===== src/rtl/mem_access_stage_pkg.sv =====
// Shared encodings for the MEM access stage and its lane logic.
// Optional bus timeout is enabled by defining MEM_BUS_TIMEOUT_EN.
package mem_access_stage_pkg;

   localparam logic ENABLE   = 1'b1;
   localparam logic DISABLE  = 1'b0;
   localparam logic ENABLE_  = 1'b0;
   localparam logic DISABLE_ = 1'b1;

   // Reset is asynchronous, taken on the falling edge, active low
   localparam logic RESET_EDGE   = 1'b0;
   localparam logic RESET_ENABLE = 1'b0;

   localparam logic [1:0] CTRL_OP_NOP = 2'd0;

   localparam logic [2:0] ISA_EXP_NO_EXP     = 3'd0;
   localparam logic [2:0] ISA_EXP_MISS_ALIGN = 3'd4;
   localparam logic [2:0] ISA_EXP_BUS_ERR    = 3'd7;

   typedef enum logic [3:0] {
      MEM_OP_NOP = 4'd0,
      MEM_OP_LW  = 4'd1,
      MEM_OP_LH  = 4'd2,
      MEM_OP_LHU = 4'd3,
      MEM_OP_LB  = 4'd4,
      MEM_OP_LBU = 4'd5,
      MEM_OP_SW  = 4'd6,
      MEM_OP_SH  = 4'd7,
      MEM_OP_SB  = 4'd8
   } mem_op_t;

   typedef enum logic [1:0] {
      IDLE = 2'd0,
      WAIT = 2'd1,
      HOLD = 2'd2
   } state_t;

endpackage


===== src/rtl/mem_access_stage_if.sv =====
// Data-memory bus between the MEM access stage and the memory.
// The stage side is master; the memory side is slave.
interface mem_access_stage_if #(
   parameter int ADDR_W = 32,
   parameter int DATA_W = 32
);
   logic              req;
   logic              rw;
   logic [ADDR_W-1:0] addr;
   logic [DATA_W-1:0] wr_data;
   logic [3:0]        be;
   logic [DATA_W-1:0] rd_data;
   logic              rdy;

   modport master (
      output req, rw, addr, wr_data, be,
      input  rd_data, rdy
   );

   modport slave (
      input  req, rw, addr, wr_data, be,
      output rd_data, rdy
   );
endinterface


===== src/rtl/mem_lane_ctrl.sv =====
// Alignment check, store byte lanes and load extraction.
// Purely combinational; lanes are little-endian.
module mem_lane_ctrl
   import mem_access_stage_pkg::*;
#(
   parameter int DATA_W = 32
) (
   input  mem_op_t           op,
   input  logic [1:0]        off,
   input  logic [DATA_W-1:0] wr_data,
   input  mem_op_t           ld_op,
   input  logic [1:0]        ld_off,
   input  logic [DATA_W-1:0] rd_data,
   output logic              access,
   output logic              is_load,
   output logic              miss_align,
   output logic [3:0]        be,
   output logic [DATA_W-1:0] wr_lanes,
   output logic [DATA_W-1:0] ld_data
);

   logic       is_w;
   logic       is_h;
   logic       is_b;
   logic [7:0]  ld_b;
   logic [15:0] ld_h;

   always_comb begin
      is_w = op inside {MEM_OP_LW, MEM_OP_SW};
      is_h = op inside {MEM_OP_LH, MEM_OP_LHU, MEM_OP_SH};
      is_b = op inside {MEM_OP_LB, MEM_OP_LBU, MEM_OP_SB};
      access  = is_w | is_h | is_b;
      is_load = op inside {MEM_OP_LW, MEM_OP_LH, MEM_OP_LHU,
                           MEM_OP_LB, MEM_OP_LBU};
      miss_align = (is_w && off != 2'b00) || (is_h && off[0]);
      be       = 4'b0000;
      wr_lanes = '0;
      unique case (1'b1)
         is_w: begin
            be       = 4'b1111;
            wr_lanes = wr_data;
         end
         is_h: begin
            be       = off[1] ? 4'b1100 : 4'b0011;
            wr_lanes = {2{wr_data[15:0]}};
         end
         is_b: begin
            be       = 4'b0001 << off;
            wr_lanes = {4{wr_data[7:0]}};
         end
         default: ;
      endcase
   end

   always_comb begin
      ld_b    = rd_data[{ld_off, 3'b000} +: 8];
      ld_h    = ld_off[1] ? rd_data[31:16] : rd_data[15:0];
      ld_data = rd_data;
      unique case (ld_op)
         MEM_OP_LB:  ld_data = {{(DATA_W-8){ld_b[7]}}, ld_b};
         MEM_OP_LBU: ld_data = {{(DATA_W-8){1'b0}}, ld_b};
         MEM_OP_LH:  ld_data = {{(DATA_W-16){ld_h[15]}}, ld_h};
         MEM_OP_LHU: ld_data = {{(DATA_W-16){1'b0}}, ld_h};
         default:    ld_data = rd_data;
      endcase
   end

endmodule


===== src/rtl/mem_access_stage.sv =====
// MEM stage: MEM/WB register plus data-memory access FSM.
// Define MEM_BUS_TIMEOUT_EN to turn a stuck bus into a bus error.
module mem_access_stage
   import mem_access_stage_pkg::*;
#(
   parameter int DATA_W     = 32,
   parameter int ADDR_W     = 32,
   parameter int REG_ADDR_W = 5,
   parameter int CTRL_OP_W  = 2,
   parameter int EXP_W      = 3,
   parameter int TIMEOUT    = 255
) (
   input  logic                  clk,
   input  logic                  reset,
   input  logic                  stall,
   input  logic                  flush,
   input  logic [ADDR_W-1:0]     ex_pc,
   input  logic                  ex_en,
   input  logic                  ex_br_flag,
   input  logic [CTRL_OP_W-1:0]  ex_ctrl_op,
   input  logic [REG_ADDR_W-1:0] ex_dst_addr,
   input  logic                  ex_gpr_we_,
   input  logic [EXP_W-1:0]      ex_exp_code,
   input  logic [3:0]            ex_mem_op,
   input  logic [ADDR_W-1:0]     ex_addr,
   input  logic [DATA_W-1:0]     ex_wr_data,
   mem_access_stage_if.master    bus,
   output logic                  busy,
   output logic [ADDR_W-1:0]     mem_pc,
   output logic                  mem_en,
   output logic                  mem_br_flag,
   output logic [CTRL_OP_W-1:0]  mem_ctrl_op,
   output logic [REG_ADDR_W-1:0] mem_dst_addr,
   output logic                  mem_gpr_we_,
   output logic [EXP_W-1:0]      mem_exp_code,
   output logic [DATA_W-1:0]     mem_out
);

   typedef struct packed {
      logic [ADDR_W-1:0]     pc;
      logic                  en;
      logic                  br_flag;
      logic [CTRL_OP_W-1:0]  ctrl_op;
      logic [REG_ADDR_W-1:0] dst_addr;
      logic                  gpr_we_;
      logic [EXP_W-1:0]      exp_code;
      logic [DATA_W-1:0]     out;
   } wb_t;

   localparam wb_t BUBBLE = '{
      pc:       '0,
      en:       DISABLE,
      br_flag:  DISABLE,
      ctrl_op:  CTRL_OP_W'(CTRL_OP_NOP),
      dst_addr: '0,
      gpr_we_:  DISABLE_,
      exp_code: EXP_W'(ISA_EXP_NO_EXP),
      out:      '0
   };

   state_t            state_q, state_n;
   wb_t               wb_q, wb_n;
   wb_t               lat_q, lat_n;
   wb_t               hold_q, hold_n;
   wb_t               ex_wb, res;
   mem_op_t           ex_op;
   mem_op_t           lat_op_q, lat_op_n;
   logic [1:0]        lat_off_q, lat_off_n;
   logic              kill_q, kill_n;
   logic              req_q, req_n;
   logic              rw_q, rw_n;
   logic [ADDR_W-1:0] addr_q, addr_n;
   logic [DATA_W-1:0] wd_q, wd_n;
   logic [3:0]        be_q, be_n;
   logic              access, is_load, miss;
   logic [3:0]        be_l;
   logic [DATA_W-1:0] wd_l, ld_data;
   logic              offered, timeout, done;

   assign ex_op = mem_op_t'(ex_mem_op);

   mem_lane_ctrl #(.DATA_W(DATA_W)) u_lane (
      .op         (ex_op),
      .off        (ex_addr[1:0]),
      .wr_data    (ex_wr_data),
      .ld_op      (lat_op_q),
      .ld_off     (lat_off_q),
      .rd_data    (bus.rd_data),
      .access     (access),
      .is_load    (is_load),
      .miss_align (miss),
      .be         (be_l),
      .wr_lanes   (wd_l),
      .ld_data    (ld_data)
   );

`ifdef MEM_BUS_TIMEOUT_EN
   localparam int CNT_W = $clog2(TIMEOUT + 1);
   logic [CNT_W-1:0] cnt_q;

   // Counter sits at zero outside WAIT, so it restarts on every entry
   always_ff @(posedge clk or negedge reset) begin
      if (!reset)              cnt_q <= '0;
      else if (state_q != WAIT) cnt_q <= '0;
      else                     cnt_q <= cnt_q + 1'b1;
   end

   assign timeout = (state_q == WAIT) && !bus.rdy &&
                    (cnt_q == CNT_W'(TIMEOUT - 1));
`else
   logic unused_timeout;
   assign unused_timeout = |TIMEOUT;
   assign timeout = 1'b0;
`endif

   assign offered = ex_en && access;
   assign done    = bus.rdy || timeout;
   assign busy    = (state_q == IDLE && offered && !miss && !stall) ||
                    (state_q != IDLE);

   always_comb begin
      ex_wb.pc       = ex_pc;
      ex_wb.en       = ex_en;
      ex_wb.br_flag  = ex_br_flag;
      ex_wb.ctrl_op  = ex_ctrl_op;
      ex_wb.dst_addr = ex_dst_addr;
      ex_wb.gpr_we_  = ex_gpr_we_;
      ex_wb.exp_code = ex_exp_code;
      ex_wb.out      = ex_addr;

      res = lat_q;
      if (rw_q) res.out     = ld_data;
      else      res.gpr_we_ = DISABLE_;
      if (timeout) begin
         res.ctrl_op  = CTRL_OP_W'(CTRL_OP_NOP);
         res.gpr_we_  = DISABLE_;
         res.exp_code = EXP_W'(ISA_EXP_BUS_ERR);
         res.out      = '0;
      end

      state_n   = state_q;
      wb_n      = wb_q;
      lat_n     = lat_q;
      hold_n    = hold_q;
      lat_op_n  = lat_op_q;
      lat_off_n = lat_off_q;
      kill_n    = kill_q;
      req_n     = req_q;
      rw_n      = rw_q;
      addr_n    = addr_q;
      wd_n      = wd_q;
      be_n      = be_q;

      unique case (state_q)
         IDLE: begin
            if (!stall) begin
               if (flush) begin
                  wb_n = BUBBLE;
               end else if (offered && miss) begin
                  wb_n          = BUBBLE;
                  wb_n.pc       = ex_pc;
                  wb_n.en       = ex_en;
                  wb_n.br_flag  = ex_br_flag;
                  wb_n.exp_code = EXP_W'(ISA_EXP_MISS_ALIGN);
               end else if (offered) begin
                  wb_n      = BUBBLE;
                  lat_n     = ex_wb;
                  lat_op_n  = ex_op;
                  lat_off_n = ex_addr[1:0];
                  kill_n    = 1'b0;
                  req_n     = 1'b1;
                  rw_n      = is_load;
                  addr_n    = {ex_addr[ADDR_W-1:2], 2'b00};
                  wd_n      = wd_l;
                  be_n      = be_l;
                  state_n   = WAIT;
               end else begin
                  wb_n = ex_wb;
               end
            end
         end
         WAIT: begin
            if (flush) kill_n = 1'b1;
            if (done) begin
               req_n   = 1'b0;
               kill_n  = 1'b0;
               state_n = IDLE;
               if (kill_q || flush) begin
                  wb_n = BUBBLE;
               end else if (!stall) begin
                  wb_n = res;
               end else begin
                  hold_n  = res;
                  state_n = HOLD;
               end
            end
         end
         HOLD: begin
            if (flush) begin
               wb_n    = BUBBLE;
               state_n = IDLE;
            end else if (!stall) begin
               wb_n    = hold_q;
               state_n = IDLE;
            end
         end
         default: state_n = IDLE;
      endcase
   end

   always_ff @(posedge clk or negedge reset) begin
      if (!reset) state_q <= IDLE;
      else        state_q <= state_n;
   end

   always_ff @(posedge clk or negedge reset) begin
      if (!reset) begin
         wb_q      <= BUBBLE;
         lat_q     <= '0;
         hold_q    <= '0;
         lat_op_q  <= MEM_OP_NOP;
         lat_off_q <= 2'b00;
         kill_q    <= 1'b0;
         req_q     <= 1'b0;
         rw_q      <= 1'b0;
         addr_q    <= '0;
         wd_q      <= '0;
         be_q      <= 4'b0000;
      end else begin
         wb_q      <= wb_n;
         lat_q     <= lat_n;
         hold_q    <= hold_n;
         lat_op_q  <= lat_op_n;
         lat_off_q <= lat_off_n;
         kill_q    <= kill_n;
         req_q     <= req_n;
         rw_q      <= rw_n;
         addr_q    <= addr_n;
         wd_q      <= wd_n;
         be_q      <= be_n;
      end
   end

   assign bus.req     = req_q;
   assign bus.rw      = rw_q;
   assign bus.addr    = addr_q;
   assign bus.wr_data = wd_q;
   assign bus.be      = be_q;

   assign mem_pc       = wb_q.pc;
   assign mem_en       = wb_q.en;
   assign mem_br_flag  = wb_q.br_flag;
   assign mem_ctrl_op  = wb_q.ctrl_op;
   assign mem_dst_addr = wb_q.dst_addr;
   assign mem_gpr_we_  = wb_q.gpr_we_;
   assign mem_exp_code = wb_q.exp_code;
   assign mem_out      = wb_q.out;

endmodule


===== src/flat_wrapper.sv =====
// flat-port wrapper written by rule: the top's interface ports become plain ports
module mem_access_stage_flat import mem_access_stage_pkg::*;
#(
   parameter int DATA_W     = 32,
   parameter int ADDR_W     = 32,
   parameter int REG_ADDR_W = 5,
   parameter int CTRL_OP_W  = 2,
   parameter int EXP_W      = 3,
   parameter int TIMEOUT    = 255
)
  (clk, reset, stall, flush, ex_pc, ex_en, ex_br_flag, ex_ctrl_op, ex_dst_addr, ex_gpr_we_, ex_exp_code, ex_mem_op, ex_addr, ex_wr_data, busy, mem_pc, mem_en, mem_br_flag, mem_ctrl_op, mem_dst_addr, mem_gpr_we_, mem_exp_code, mem_out, bus_req, bus_rw, bus_addr, bus_wr_data, bus_be, bus_rd_data, bus_rdy);
  mem_access_stage_if #(.ADDR_W(ADDR_W), .DATA_W(DATA_W)) bus_i ();
  input  logic clk;
  input  logic reset;
  input  logic stall;
  input  logic flush;
  input  logic [ADDR_W-1:0] ex_pc;
  input  logic ex_en;
  input  logic ex_br_flag;
  input  logic [CTRL_OP_W-1:0] ex_ctrl_op;
  input  logic [REG_ADDR_W-1:0] ex_dst_addr;
  input  logic ex_gpr_we_;
  input  logic [EXP_W-1:0] ex_exp_code;
  input  logic [3:0] ex_mem_op;
  input  logic [ADDR_W-1:0] ex_addr;
  input  logic [DATA_W-1:0] ex_wr_data;
  output logic busy;
  output logic [ADDR_W-1:0] mem_pc;
  output logic mem_en;
  output logic mem_br_flag;
  output logic [CTRL_OP_W-1:0] mem_ctrl_op;
  output logic [REG_ADDR_W-1:0] mem_dst_addr;
  output logic mem_gpr_we_;
  output logic [EXP_W-1:0] mem_exp_code;
  output logic [DATA_W-1:0] mem_out;
  output wire logic [$bits(bus_i.req)-1:0] bus_req;
  output wire logic [$bits(bus_i.rw)-1:0] bus_rw;
  output wire logic [$bits(bus_i.addr)-1:0] bus_addr;
  output wire logic [$bits(bus_i.wr_data)-1:0] bus_wr_data;
  output wire logic [$bits(bus_i.be)-1:0] bus_be;
  input wire logic [$bits(bus_i.rd_data)-1:0] bus_rd_data;
  input wire logic [$bits(bus_i.rdy)-1:0] bus_rdy;
  assign bus_req = bus_i.req;
  assign bus_rw = bus_i.rw;
  assign bus_addr = bus_i.addr;
  assign bus_wr_data = bus_i.wr_data;
  assign bus_be = bus_i.be;
  assign bus_i.rd_data = bus_rd_data;
  assign bus_i.rdy = bus_rdy;
  mem_access_stage #(.DATA_W(DATA_W), .ADDR_W(ADDR_W), .REG_ADDR_W(REG_ADDR_W), .CTRL_OP_W(CTRL_OP_W), .EXP_W(EXP_W), .TIMEOUT(TIMEOUT)) u_core (.clk(clk), .reset(reset), .stall(stall), .flush(flush), .ex_pc(ex_pc), .ex_en(ex_en), .ex_br_flag(ex_br_flag), .ex_ctrl_op(ex_ctrl_op), .ex_dst_addr(ex_dst_addr), .ex_gpr_we_(ex_gpr_we_), .ex_exp_code(ex_exp_code), .ex_mem_op(ex_mem_op), .ex_addr(ex_addr), .ex_wr_data(ex_wr_data), .bus(bus_i), .busy(busy), .mem_pc(mem_pc), .mem_en(mem_en), .mem_br_flag(mem_br_flag), .mem_ctrl_op(mem_ctrl_op), .mem_dst_addr(mem_dst_addr), .mem_gpr_we_(mem_gpr_we_), .mem_exp_code(mem_exp_code), .mem_out(mem_out));
endmodule

===== config.mk =====
export PLATFORM = sky130hd
export DESIGN_NAME = mem_access_stage_flat
export DESIGN_NICKNAME = d
export VERILOG_FILES = /design/src/rtl/mem_access_stage_pkg.sv /design/src/rtl/mem_access_stage_if.sv /design/src/rtl/mem_lane_ctrl.sv /design/src/rtl/mem_access_stage.sv /design/src/flat_wrapper.sv
export SDC_FILE = /design/constraint.sdc
export NUM_CORES = 1
export LEC_CHECK = 0
export BUFFER_PORTS_ARGS = -buffer_cell sky130_fd_sc_hd__buf_2
export CAP_MARGIN = 20
export CORE_MARGIN = 8
export CORE_UTILIZATION = 49
export DETAILED_ROUTE_END_ITERATION = 10
export PLACE_DENSITY = 0.8
export REMOVE_ABC_BUFFERS = 1
export SETUP_SLACK_MARGIN = 0.15
export SLEW_MARGIN = 20
export SYNTH_ARGS = -nofsm -noshare
export SYNTH_HDL_FRONTEND = slang
export SYNTH_HIERARCHICAL = 1
export SYNTH_SLANG_ARGS = --single-unit

===== constraint.sdc =====
create_clock -name clk -period 2.1 [get_ports clk]
set_input_delay 0.315 -clock clk [delete_from_list [all_inputs] [get_ports clk]]
set_output_delay 0.315 -clock clk [all_outputs]
set_load 0.005 [all_outputs]

==> impl_metrics.json <==
{
  "power.density_nw_per_um2": 1440,
  "ys_ff_latch": 276,
  "grt_pass1_wl_mm": 72.4,
  "grt.met3_usage_pct": 7.06,
  "fin_tns_setup_ps": -9780,
  "violations": "negative setup slack",
  "fin_worst_skew_ps": 16.9,
  "die_w_um": 181,
  "rsz0062_at_grt": "true",
  "drive_gt1_share_pct": 56.9,
  "timing.slew.headroom_pct": 21.7,
  "port_buffers": 295,
  "fin_ws_ps": -216,
  "hold_path_class": "input pin to register",
  "fin_util_pct": 73.1,
  "final_common_cell": "buf_2",
  "num_vias": 11300,
  "placedCellCount": 1682,
  "cts_buffer_depth": 3,
  "yosysWarnings": 6,
  "drtIter0Drc": 991,
  "firstDrtPassIters": 6,
  "routabilityCongestion": 0.827,
  "syn_inst": 1072,
  "synth_cell_types": 55,
  "htreeDepth": 1,
  "start_kind": "register",
  "viasPerCell": 6.08,
  "worstPathArrival_ps": 2750,
  "wl_per_cell_um": 26.5,
  "final_area_um2": 19600,
  "clock_sinks": 276,
  "cp_max_fo": 8,
  "finalNetCount": 1639,
  "grt_pass1_vias": 12200,
  "grt_overflow": 0,
  "layout_common_cells": "buf_2 (294), dfrtp_1 (271), mux2_4 (167), a22o_1 (84), buf_4 (75)",
  "finalSetupViolCount": 148,
  "numCtsBuffers": 30,
  "cp.required_ps": 2540,
  "routed_wl_mm": 49.0,
  "slew_violations": 0,
  "p_total_mw": 28.3,
  "dpl.hpwl_mm": 26.0,
  "use_met1_pct": 34.1,
  "final_cells": 1850,
  "cap_violations": 0,
  "fp.dieH_um": 181,
  "grt_use_total_pct": 28.0,
  "syn_to_final_growth_pct": 47.2,
  "yosysTopAreaCell": "dfrtp_1",
  "io_pins": 298,
  "pre_cts_slack_ps": -324,
  "seq_area_frac_synth_pct": 51.9,
  "clk_latency_ps": 560,
  "ys.flop_type": "dfrtp_1",
  "synth_edf_count": 0,
  "avgSynthCellArea_um2": 12.4,
  "fmaxAchievable_ghz": 0.432,
  "synth.top_cell.area_share_pct": 51.7,
  "fin_hold_ws_ps": 13.3,
  "crit_path_end_kind": "register",
  "synth_top_cells_by_area": "dfrtp_1 (52%), mux2_2 (13%), mux2_1 (6.7%)",
  "period_minus_slack_ps": 2320,
  "cts_root_buffer": "clkbuf_16",
  "start_util_pct": 49.7,
  "setup.worst_path.class": "register to register",
  "grt_max_degree": 64,
  "status": "finished, violations left",
  "rows": 60,
  "drcViolationCount": 0,
  "ant_nets": 0,
  "power.leakage_nw": 10.1,
  "post-route-period-util_pct": 110,
  "hold_violations": 0,
  "async_reset_ff_share_pct": 100,
  "clk_pin_slew_ps": 60,
  "use_met2_pct": 47.2,
  "antenna_found_initial": 7,
  "cts_tree": "built",
  "die_area_um2": 32700,
  "synth_area_um2": 13300,
  "core_area_um2": 26800,
  "top_usage_layer": "met2",
  "irDropWorstVdd_v": 0.000820,
  "fill_cells": 1691,
  "tightestPinTransition_ps": 1170,
  "placed_area_um2": 15500
}
flip-flops by register name, indices dropped and copies added, names as in the netlist, 2 cells and up:
name and flops:
u_core/bus.be 4, u_core/bus.wr_data 32, u_core/hold_q 77, u_core/lat_op_q 4, u_core/lat_q 77, u_core/mem_ctrl_op 2, u_core/mem_dst_addr 5, u_core/mem_exp_code 3
u_core/mem_out 32, u_core/mem_pc 32, u_core/state_q 2
final cells by class:
type | instances | area [um^2] | share of cell area, %
sequential | 276 | 6920 | 35.3
multi-input combinational | 669 | 6970 | 35.5
clock inverter | 6 | 82.6 | 0.421
antenna | 2 | 5.00 | 0.0255
tap | 341 | 427 | 2.18
clock buffer | 48 | 930 | 4.74
inverter | 20 | 75.1 | 0.383
timing repair buffer | 488 | 4200 | 21.4
routing by layer:
layer	vias up	part of all wire, %
met4	10	3.3
met2	615	49
met5	-	0.12
met3	131	8.5
li1	4776	-
met1	5718	39
synth_stat cells, drive strengths merged, types with 9 or more instances:
cell and count:
a21o 17, a22oi 42, a22o 84, mux2i 44
clkbuf 35, o21ai 77, buf 73, nor2 18
mux2 237, dfrtp 275, nand2b 9, inv 20
nand2 60, a221o 14
worst paths after layout:
kind | slack, ps | to | cells after the start | from
hold reg to reg | 500 | u_core/hold_q[26] | 2 | u_core/hold_q[26]
setup / recovery | -220 | u_core/mem_out[14] | 8 | u_core/lat_op_q[1]
min in group asynchronous | 290 | u_core/mem_pc[27] | 2 | reset
hold / removal | 10 | u_core/lat_q[23] | 2 | ex_addr[23]
max in group asynchronous | 1040 | u_core/mem_out[10] | 3 | reset
setup reg to reg | -220 | u_core/mem_out[14] | 8 | u_core/lat_op_q[1]
report_power, final:
group          total (mW)  switching [mW]  internal [mW]
Clock                5.46            2.22           3.25
Combinational        13.6            5.87           7.70
Sequential           9.23            1.76           7.46
Total                28.3            9.85           18.4
cells by family (layout without fill, tap and decap cells):
group	after synthesis	after routing	synth area share [%]
flip-flops	276	276	51.9
buffers and inverters	128	562	5.17
XOR/XNOR	1	1	0.0658
adder cells (fa/ha/maj)	4	4	0.376
other	1	4	0.0282
AND/OR/NAND/NOR	118	118	4.42
multiplexers	281	281	23.3
AO/OA/AOI/OAI	263	263	14.7
critical path, cell delays in order (launching register included):
cell      delay [ps]
dfrtp_1          400
buf_4            150
buf_4            140
and4bb_2         260
buf_6            150
a221o_1          370
mux2i_2          310
o21ai_2          130
mux2_4           290
what timing repair did:
action                                  in CTS  in global routing
gates resized for setup                    310                137
endpoints found under the setup margin     154                155
pin swaps                                   57                 33
hold buffers                                22                  2
endpoints found under the hold margin       74                  2
gates cloned                                30                  1
buffers inserted                            45                 12
No activity file was read; power rests on OpenSTA's default activity.
